<file path="config.mk">
export PLATFORM = sky130hd
export DESIGN_NAME = timer_counter
export DESIGN_NICKNAME = d
export VERILOG_FILES = /design/src/rtl/timer_counter_pkg.sv /design/src/rtl/timer_counter.sv
export SDC_FILE = /design/constraint.sdc
export NUM_CORES = 1
export LEC_CHECK = 0
export CORE_AREA = 2 2 92 94
export DETAILED_ROUTE_END_ITERATION = 6
export DIE_AREA = 0 0 94 96
export PLACE_DENSITY = 0.76
export SLEW_MARGIN = 40
export SYNTH_ARGS = -nofsm -noshare
export SYNTH_HDL_FRONTEND = slang
export SYNTH_SLANG_ARGS = --single-unit
</file>
<file path="constraint.sdc">
create_clock -name clk -period 3 [get_ports clk]
set_clock_uncertainty 0.05 [all_clocks]
set_input_delay 0.3 -clock clk [delete_from_list [all_inputs] [get_ports clk]]
set_output_delay 0.3 -clock clk [all_outputs]
set_load 0.01 [all_outputs]
</file>
<file path="src/rtl/timer_counter_pkg.sv">
// Shared constants for the memory-mapped countdown timer: FSM states, register offsets,
// MODE values and the bus addresses of the two timer instances.
package timer_counter_pkg;

  typedef enum logic [1:0] {
    StIdle = 2'd0,
    StLoad = 2'd1,
    StCnt  = 2'd2,
    StInt  = 2'd3
  } state_e;

  localparam logic [1:0] OFF_CTRL   = 2'd0;
  localparam logic [1:0] OFF_PRESET = 2'd1;
  localparam logic [1:0] OFF_COUNT  = 2'd2;
  localparam logic [1:0] OFF_RSVD   = 2'd3;

  localparam logic [1:0] MODE_ONESHOT  = 2'b00;
  localparam logic [1:0] MODE_PERIODIC = 2'b01;

  // Byte addresses shared with the store checker.
  localparam logic [31:0] T0_BASE  = 32'h0000_7F00;
  localparam logic [31:0] T0_COUNT = 32'h0000_7F08;
  localparam logic [31:0] T1_BASE  = 32'h0000_7F10;
  localparam logic [31:0] T1_COUNT = 32'h0000_7F18;

endpackage

</file>
<file path="src/rtl/timer_counter.sv">
// Countdown timer with one-shot or periodic interrupt; CTRL/PRESET writable, COUNT read-only.
// Sees only legal word accesses already range-checked by the bridge.
module timer_counter
  import timer_counter_pkg::*;
#(
  parameter int unsigned WIDTH     = 32,
  parameter int unsigned CTRL_BITS = 4
) (
  input  logic             clk,
  input  logic             reset,
  input  logic [31:2]      Addr,
  input  logic             WE,
  input  logic [WIDTH-1:0] Din,
  output logic [WIDTH-1:0] Dout,
  output logic             IRQ
);

  state_e                 r_state, w_state_d;
  logic [CTRL_BITS-1:0]   r_ctrl, w_ctrl_d;
  logic [WIDTH-1:0]       r_preset, w_preset_d;
  logic [WIDTH-1:0]       r_count, w_count_d;
  logic                   r_irq_flag, w_irq_flag_d;

  logic [1:0]             w_off;
  logic                   w_wr_ctrl;
  logic                   w_wr_preset;
  logic                   w_en;
  logic                   w_periodic;
  logic                   w_unused_addr;

  assign w_off         = Addr[3:2];
  assign w_unused_addr = ^Addr[31:4];
  assign w_wr_ctrl     = WE && (w_off == OFF_CTRL);
  assign w_wr_preset   = WE && (w_off == OFF_PRESET);
  assign w_en          = r_ctrl[0];
  assign w_periodic    = (r_ctrl[2:1] == MODE_PERIODIC);

  always_ff @(posedge clk or posedge reset) begin
    if (reset) begin
      r_state    <= StIdle;
      r_ctrl     <= '0;
      r_preset   <= '0;
      r_count    <= '0;
      r_irq_flag <= 1'b0;
    end else begin
      r_state    <= w_state_d;
      r_ctrl     <= w_ctrl_d;
      r_preset   <= w_preset_d;
      r_count    <= w_count_d;
      r_irq_flag <= w_irq_flag_d;
    end
  end

  always_comb begin
    w_state_d    = r_state;
    w_ctrl_d     = r_ctrl;
    w_preset_d   = r_preset;
    w_count_d    = r_count;
    w_irq_flag_d = r_irq_flag;

    // CPU writes are applied first so that FSM set/clear below can take precedence where needed.
    if (w_wr_ctrl || w_wr_preset) begin
      w_irq_flag_d = 1'b0;
    end
    if (w_wr_preset) begin
      w_preset_d = Din;
    end

    unique case (r_state)
      StIdle: begin
        if (w_en) begin
          w_state_d = StLoad;
        end
      end
      StLoad: begin
        w_count_d = r_preset;
        w_state_d = StCnt;
      end
      StCnt: begin
        if (!w_en) begin
          w_state_d = StIdle;
        end else if (r_count > WIDTH'(1)) begin
          w_count_d = r_count - WIDTH'(1);
        end else begin
          w_count_d    = '0;
          w_irq_flag_d = 1'b1;
          w_state_d    = StInt;
        end
      end
      StInt: begin
        if (w_periodic) begin
          w_irq_flag_d = 1'b0;
        end else begin
          w_ctrl_d[0] = 1'b0;
        end
        w_state_d = StIdle;
      end
      default: w_state_d = StIdle;
    endcase

    // A CTRL write in the INT cycle overrides the one-shot EN clear.
    if (w_wr_ctrl) begin
      w_ctrl_d = Din[CTRL_BITS-1:0];
    end
  end

  always_comb begin
    Dout = '0;
    unique case (w_off)
      OFF_CTRL:   Dout = {{(WIDTH-CTRL_BITS){1'b0}}, r_ctrl};
      OFF_PRESET: Dout = r_preset;
      OFF_COUNT:  Dout = r_count;
      OFF_RSVD:   Dout = '0;
      default:    Dout = '0;
    endcase
  end

  assign IRQ = r_irq_flag & r_ctrl[3];

endmodule

</file>
==> summary.md, run 1 <==
The kind of path behind the tightest hold check was primary input to asynchronous set/reset pin. After detailed routing, the average wire length per cell comes to 18.0 µm. The critical path starts at r_count[21]. Summing the areas of all xor and xnor instances in the mapped netlist gives 0% of the synthesized area.

The net count after synthesis is 443. The tool flagged a number of max-cap violations equal to 0. The run gives 38 as the largest net degree at the start of global routing. Based on the critical path, the design can be clocked at up to 361 MHz.

The final route contains 3,412 vias. The initial antenna violation count is 0. The slowest cell on the critical path was sky130_fd_sc_hd__or4b_4.

The number of enable flip-flop cells after synthesis is 0, and the slew at the pin closest to its max-slew limit is 0.782 ns. The worst setup slack for register-to-register paths is 0.23 ns. For the data required time at the worst endpoint, the log shows 3.18 ns. For this run, the leading register cell type out of synthesis is sky130_fd_sc_hd__dfrtp_1. The deepest clock path buffer count is 2, and the die height is 96 µm. The global routing stage identified its most utilized layer as met2. Global routing used 23.5% of the available tracks. Counting both buffers and inverters, the worst setup path holds a total of 0.

The detailed-routing iteration count for the pre-antenna-repair pass came out at 5. The number of resized instances in the post-cts repair step is 0, and the worst max-slew margin expressed relative to the limit is 47.7%. The startpoint identified for the worst register-to-register timing path is r_count[21].

The logs give 33 for the number of cell rows and 3.68% for the met3 track demand over resource in global routing. After synthesis, the share of flip-flops with an asynchronous set or reset is 100%. In the routed design, unresolved DRC markers number 0.

For the utilization after layout, the log shows 61.3%. The maximum resistive drop on vdd was 0.398 mV; the average vias per placed instance was 6.06. The proportion of netlist area held by the largest area contributor was 46.1%; the share of cell area taken by muxes after synthesis was 12.1%.

Of the cells placed in the final design, the portion with a size suffix greater than 1 is 17.9%. Simple-gate share of the synthesized area: 14.6%. Synthesis handed over a netlist of 376 instances. For this block, the initial DRC count from the detailed router was 212. The number of antenna diodes in the final layout is 0. The tools report the number of hold buffers added after cts as 0. The run finished with clean final reports. The latest clock arrival within the worst-skew pair is 0.35 ns.

The leakage component of the power was 2.00 nW; the I/O pin total was 98. Counting every sink on the clock net gives 71. For the H-tree depth, the log shows 3. The run gives 0 as the number of pins with negative max-slew slack in the final report. After synthesis, the cell types taking the most area are sky130_fd_sc_hd__dfrtp_1 46%, sky130_fd_sc_hd__mux2_2 10%, sky130_fd_sc_hd__a22o_1 6.8%, sky130_fd_sc_hd__nand2_1 3.0%, sky130_fd_sc_hd__o21ai_0 2.7%.

In this run, CTS created clock tree buffers numbering 9. The library cell with the highest instance count after synthesis is sky130_fd_sc_hd__dfrtp_1. In this run the standard cell core region covers 8050 µm². The run gives 3,317 as the via count of the first global-routing pass. For the final critical-path setup slack, the log shows 0.231 ns.

Dividing the final minimum period by the clock period gives 92.3%. After synthesis, the netlist uses 46 different library cells. The mapped netlist covers 3850 µm². Relative to the synthesized area, the layout overhead comes to 28.2%. The run gives 0 as the synthesis warning total. Post-route standard cell area excluding fillers: 4940 µm². Global routing consumed, on the met2 layer, 40.6% of the routing resources. The wire-length estimate of the detail-placed layout is 7110 µm. The combinational family with the most area after synthesis is compound AO/OA/AOI/OAI gates. The clock period could shrink to 2.77 ns. The commonest cells after synthesis are 71 x sky130_fd_sc_hd__dfrtp_1, 35 x sky130_fd_sc_hd__mux2_2, 31 x sky130_fd_sc_hd__nand2_1.

Once the clock tree was built, the setup fixing pass inserted 0 buffers. The hold violation total from the final report is 0. The tools report the sort of element at the end of the critical path as a flip-flop. In the final timing run, aggregate negative setup slack is 0 ns. The critical path goes through or3_1, or4b_4, nor4b_4, nand2b_1, o21ai_0, a221o_1.

The arrival time of data at the critical path endpoint is 2.95 ns. The fraction of the mapped netlist area in compound gates is 22.7%. The final number of setup-violating endpoints is 0, and the post-synthesis sequential element count is 71. The tools report the worst-case setup slack after placement as 0.260 ns. Area enclosed by the die boundary: 9020 µm². Setup repair after global routing left no endpoint under its margin. The path depth of the worst reg2reg path came out at 6. After Yosys synthesis, full adders, half adders and majority gates account for 0.650% of the synthesized area. Once placement finished, the instance area stood at 4750 µm². Critical setup path kind: flip-flop to flip-flop. The die is 94 µm wide.

The root buffer cell was sky130_fd_sc_hd__clkbuf_8. The global-route wire length before repair is 16,500 µm, and the total grt overflow is 0. TritonCTS built the clock tree. Averaged over all synthesized cells, the footprint is 10.2 µm². The detail route stage leaves a number of antenna-violating nets equal to 0. The share of the yosys chip area belonging to registers is 46.1%, and the clock transition at the register clock pins on the worst setup and hold paths after CTS is 0.07 ns. At the end of routability-driven placement, the weighted congestion stood at 0.917. The net count of the finished layout is 520. The effective utilization at floorplan was 47.8%.

The met1 track demand over resource was 30.6%. On the worst path, the slowest cell contributes a delay of 0.58 ns. The power per cell area is 824 nW/µm². sky130_fd_sc_hd__dfrtp_1 takes more of the synthesized area than any other cell. The endpoint identified for the worst register-to-register timing path is r_count[5]. The tools report the startpoint type of the worst setup path as a flip-flop. The count of buffers added on input and output ports is 69. Along the worst path, the maximum fanout reaches 6.

Post-detailed-routing wire length: 10,100 µm. Top cell family by delay on the critical path: simple AND/OR/NAND/NOR gates.
==> cell usage in the layout (no fill, tap or decap), types with 6 or more instances in the layout <==
master	Yosys	final
sky130_fd_sc_hd__o211ai_1	6	6
sky130_fd_sc_hd__nor3_1	15	15
sky130_fd_sc_hd__mux2_2	35	35
sky130_fd_sc_hd__mux2i_1	7	7
sky130_fd_sc_hd__clkdlybuf4s50_1	0	69
sky130_fd_sc_hd__a22o_1	30	30
sky130_fd_sc_hd__nor2_1	19	19
sky130_fd_sc_hd__clkbuf_8	0	10
sky130_fd_sc_hd__o311ai_0	9	9
sky130_fd_sc_hd__nand3_1	8	8
sky130_fd_sc_hd__or3_1	10	10
sky130_fd_sc_hd__dfrtp_1	71	71
sky130_fd_sc_hd__a221o_1	8	8
sky130_fd_sc_hd__o21ai_0	21	21
sky130_fd_sc_hd__o22ai_1	7	7
sky130_fd_sc_hd__a21oi_1	8	8
sky130_fd_sc_hd__nand2_1	31	31
sky130_fd_sc_hd__buf_4	1	23
sky130_fd_sc_hd__a22oi_1	10	10
==> power breakdown <==
part / switching (mW) / internal, mW
Combinational: 0.846 / 0.829
Clock: 0.347 / 0.403
Sequential: 0.368 / 1.28
==> through the flow <==
step                instances  total power, mW  hold slack (ns)
CTS                       563             4.05            0.391
detailed placement        547             3.29            0.430
global route              563             4.34            0.360
finish                    563             4.07            0.288
floorplan                 376             2.64            0.367
global placement          547             3.23            0.428
==> how the worst max path moves through the flow <==
stage | end | slack [ns] | cells past startpoint
after floorplan | r_count[5] | 0.44 | 8
after global placement | r_count[5] | 0.31 | 6
after detailed placement | r_count[10] | 0.26 | 8
after CTS | r_count[10] | 0.23 | 8
after global routing | r_count[5] | 0.06 | 6
final | r_count[5] | 0.23 | 6
==> cell type report <==
class	instances	area [µm²]
Tap cell	105	131
Fill cell	703	3110
Sequential cell	71	1780
Timing Repair Buffer	93	883
Multi-Input combinational cell	272	1930
Inverter	6	23.8
Clock inverter	4	45.0
Clock buffer	12	145
==> cells by family (layout without fill, tap and decap cells) <==
group | after synthesis | count (layout)
buffers and inverters | 33 | 115
and+or+nand+nor | 110 | 110
DFF | 71 | 71
adders and majority gates | 2 | 2
muxes | 42 | 42
AOI/OAI and AO/OA | 118 | 118
==> per-layer routing <==
| layer | wire, µm | share of wire (%) |
|---|---|---|
| met3 | 543 | 5.4 |
| met1 | 4470 | 44 |
| met5 | 0 | 0 |
| met4 | 112 | 1.1 |
| met2 | 5010 | 49 |
==> state kept, by name, indices dropped and copies added (netlist names) <==
register and flops:
r_preset 32, r_irq_flag 1, r_state 2, r_count 32, r_ctrl 4
(Power assumes the default switching activity.)
==> inputs of run 2 (changes only) <==
HOLD_SLACK_MARGIN = 0.02   (was unset)
==> results of run 2 <==
No change in the layout: final DEF, timing and power equal those of run 1.
==> inputs of run 3 (changes only) <==
CORE_AREA = 2 2 117 119   (was 2 2 92 94)
DIE_AREA = 0 0 119 121   (was 0 0 94 96)
PLACE_DENSITY = 0.5   (was 0.76)
REMOVE_ABC_BUFFERS = 1   (was unset)
==> run 3 against run 2 <==
Sequential share of layout area decreased by 1.7 points. Design area increased by 4.9%. Combinational power is 2% higher. Clock power grew 52%. Fmax decreased by 1.6%. Wire length up 7.7%. Largest power group unchanged. Die area up 60%. Register-to-register slack worse by 0.05 ns.
==> summary.md, run 3 (synthesis gave the netlist of run 1 again) <==
The run finished with clean final reports. Half-perimeter wire length after placement: 7860 µm (was 7110 µm). The critical setup path kind is flip-flop to flip-flop (unchanged). Setup repair after global routing left no endpoint under its margin. Detailed-route via count: 3,305 (was 3,412). The max-cap violation count was 0 (unchanged); the via count of the first global-routing pass was 3,406 (was 3,317).

The number of resized instances in the post-cts repair step is 0 (unchanged), and the layout overhead on the synthesized area is 34.5% (was 28.2%). The power per cell area was 870 nW/µm² (was 824 nW/µm²). The run gives 519 (was 520) as the net count reported at finish. The leakage component of the power was 2.07 nW (was 2.00 nW). The tools report the final number of setup-violating endpoints as 0 (unchanged).

The overall power of the completed layout was 4.50 mW (was 4.07 mW). The detailed-routing iteration count for the pre-antenna-repair pass is 4 (was 5), and the worst-case hold slack is 0.316 ns (was 0.288 ns). The initial antenna violation count is 0 (unchanged), and the number of pins with negative max-slew slack in the final report is 0 (unchanged). The post-route clock period utilization is 93.8% (was 92.3%), and the setup fix buffers added after clock tree synthesis is 0 (unchanged).

The run gives 165 (was 212) as the number of DRC markers in iteration 0. For the worst max-slew margin expressed relative to the limit, the log shows 46.6% (was 47.7%). Ordered cell list for the critical path: or3_1, or4b_4, nor4b_4, nand2b_1, o21ai_0, a221o_1 (unchanged). The die height works out to 121 µm (was 96 µm). Floorplan core area: 13,100 µm² (was 8050 µm²). Most common library cell in the layout ignoring fill and taps: sky130_fd_sc_hd__dfrtp_1 (unchanged).

The count of clock tree sinks is 71 (unchanged). The run gives 355 MHz (was 361 MHz) as the highest achievable clock rate. The number of hold buffers added after cts is 0 (unchanged), and the final critical-path setup slack is 0.185 ns (was 0.231 ns). The tools report the total grt overflow as 0 (unchanged). The deepest clock path buffer count is 2 (unchanged).

The hold violation total from the final report was 0 (unchanged); the number of buffers and inverters on the critical path was 0 (unchanged). Post-detailed-routing wire length: 10,900 µm (was 10,100 µm). The clock transition at the register clock pins on the worst setup and hold paths after CTS came out at 0.06 ns (was 0.07 ns). The horizontal extent of the die was 119 µm (was 94 µm). Port buffer count: 69 (unchanged). The layout cell share with drive strength beyond 1 was 17.8% (was 17.9%). The number of standard cells in the final layout excluding fillers was 632 (was 563).

Sum of negative setup slack: 0 ns (unchanged). Top cell family by delay on the critical path: simple AND/OR/NAND/NOR gates (unchanged). The delay contributed by the slowest stage of the critical path was 0.58 ns (about the same). The run gives 0.213 ns (was 0.260 ns) as the worst-case setup slack after placement. The kind of path behind the tightest hold check is primary input to asynchronous set/reset pin (unchanged). The run gives 0 (unchanged) as the number of nets with antenna violations after routing. Post-route standard cell area excluding fillers: 5180 µm² (was 4940 µm²).

Final RePlAce weighted congestion: 0.813 (was 0.917). The residual DRC count was 0 (unchanged). Root buffer cell: sky130_fd_sc_hd__clkbuf_16 (was sky130_fd_sc_hd__clkbuf_8). The average wire per standard cell was 17.3 µm (was 18.0 µm).

TritonCTS built the clock tree. The startpoint type of the worst setup path was a flip-flop (unchanged). The logs give 29.4% (was 47.8%) for the effective utilization at floorplan and 4870 µm² (was 4750 µm²) for the instance area at placement. The average vias per placed instance came out at 5.23 (was 6.06). Top library cells by usage in the layout, fill and taps aside: 71 x sky130_fd_sc_hd__dfrtp_1, 69 x sky130_fd_sc_hd__clkdlybuf4s50_1, 35 x sky130_fd_sc_hd__mux2_2 (unchanged).

The tools report the global-route wire length before repair as 17,900 µm (was 16,500 µm). The slew at the pin closest to its max-slew limit is 0.801 ns (was 0.782 ns), and the data required time at the worst endpoint is 3.16 ns (was 3.18 ns). Registers with the most flip-flops: r_count: 32 flops, r_preset: 32 flops, r_ctrl: 4 flops (unchanged).

The utilization after layout came out at 39.6% (was 61.3%). The sort of element at the end of the critical path was a flip-flop (unchanged). The logs give 0 (unchanged) for the antenna diode instance count and 14,400 µm² (was 9020 µm²) for the area enclosed by the die boundary.

Count of placed standard cells including taps: 617 (was 547). The largest driver fanout on the critical path came out at 6 (unchanged). For the number of filler cells placed in the layout, the log shows 1,334 (was 703). Maximum resistive drop on vdd: 0.281 mV (was 0.398 mV). Latest clock arrival within the worst-skew pair: 0.33 ns (was 0.35 ns). The run gives 0.19 ns (was 0.23 ns) as the worst setup slack for register-to-register paths. The global router's overall resource usage came out at 15.7% (was 23.5%).

The slowest cell on the critical path was sky130_fd_sc_hd__or4b_4 (unchanged). The final critical-path required period is 2.81 ns (was 2.77 ns). The logs give 3 (unchanged) for the H-tree depth and 42 (was 33) for the number of cell rows. Arrival time of data at the critical path endpoint: 2.98 ns (was 2.95 ns). The largest net degree at the start of global routing is 37 (was 38), and the I/O pin total is 98 (unchanged).

The tools report the number of buffers inserted during clock tree synthesis as 9 (unchanged).
==> run 3: cell count changes in the layout (fill, tap and decap cells not counted) <==
cell                        change
sky130_fd_sc_hd__buf_4          -4
sky130_fd_sc_hd__clkbuf_8       -9
sky130_fd_sc_hd__bufinv_16      +1
sky130_fd_sc_hd__clkinv_2       -1
sky130_fd_sc_hd__clkbuf_1       -1
sky130_fd_sc_hd__clkbuf_16      +9
sky130_fd_sc_hd__buf_12         +3
==> run 3: layout make-up <==
type                    count  area [µm²]  share of cell area (%)
clock buffers              11         243                    4.69
clock inverters             4        70.1                    1.35
inverters                   6        23.8                   0.459
multi-input cells         272        1930                    37.3
flip-flops and latches     71        1780                    34.3
well taps                 176         220                    4.25
repair buffers             92         913                    17.6
==> run 3: final timing paths <==
path | end | start | depth (start not counted)
max | r_count[5] | r_count[19] | 6
min | r_preset[24] | reset | 2
max reg2reg | r_count[5] | r_count[19] | 6
min reg2reg | r_irq_flag | r_irq_flag | 2
max in group asynchronous | r_preset[3] | reset | 3
min in group clk | r_irq_flag | r_irq_flag | 2
==> run 3: per-layer routing <==
layer	vias up	wire length (µm)	share of wire, %	GRT usage (%)
met5	-	0	0	0
met4	0	104	0.95	4.24
met3	8	393	3.6	3.20
met2	58	5250	48	26.0
met1	1649	5170	47	20.9
li1	1590	-	-	-
==> run 3: report_power, final <==
part | switching [mW] | internal, mW | leakage [nW] | total [mW]
clock | 0.399 | 0.743 | 0.155 | 1.14
combinational | 0.864 | 0.854 | 1.05 | 1.72
sequential | 0.363 | 1.28 | 0.856 | 1.64
total | 1.63 | 2.88 | 2.07 | 4.50
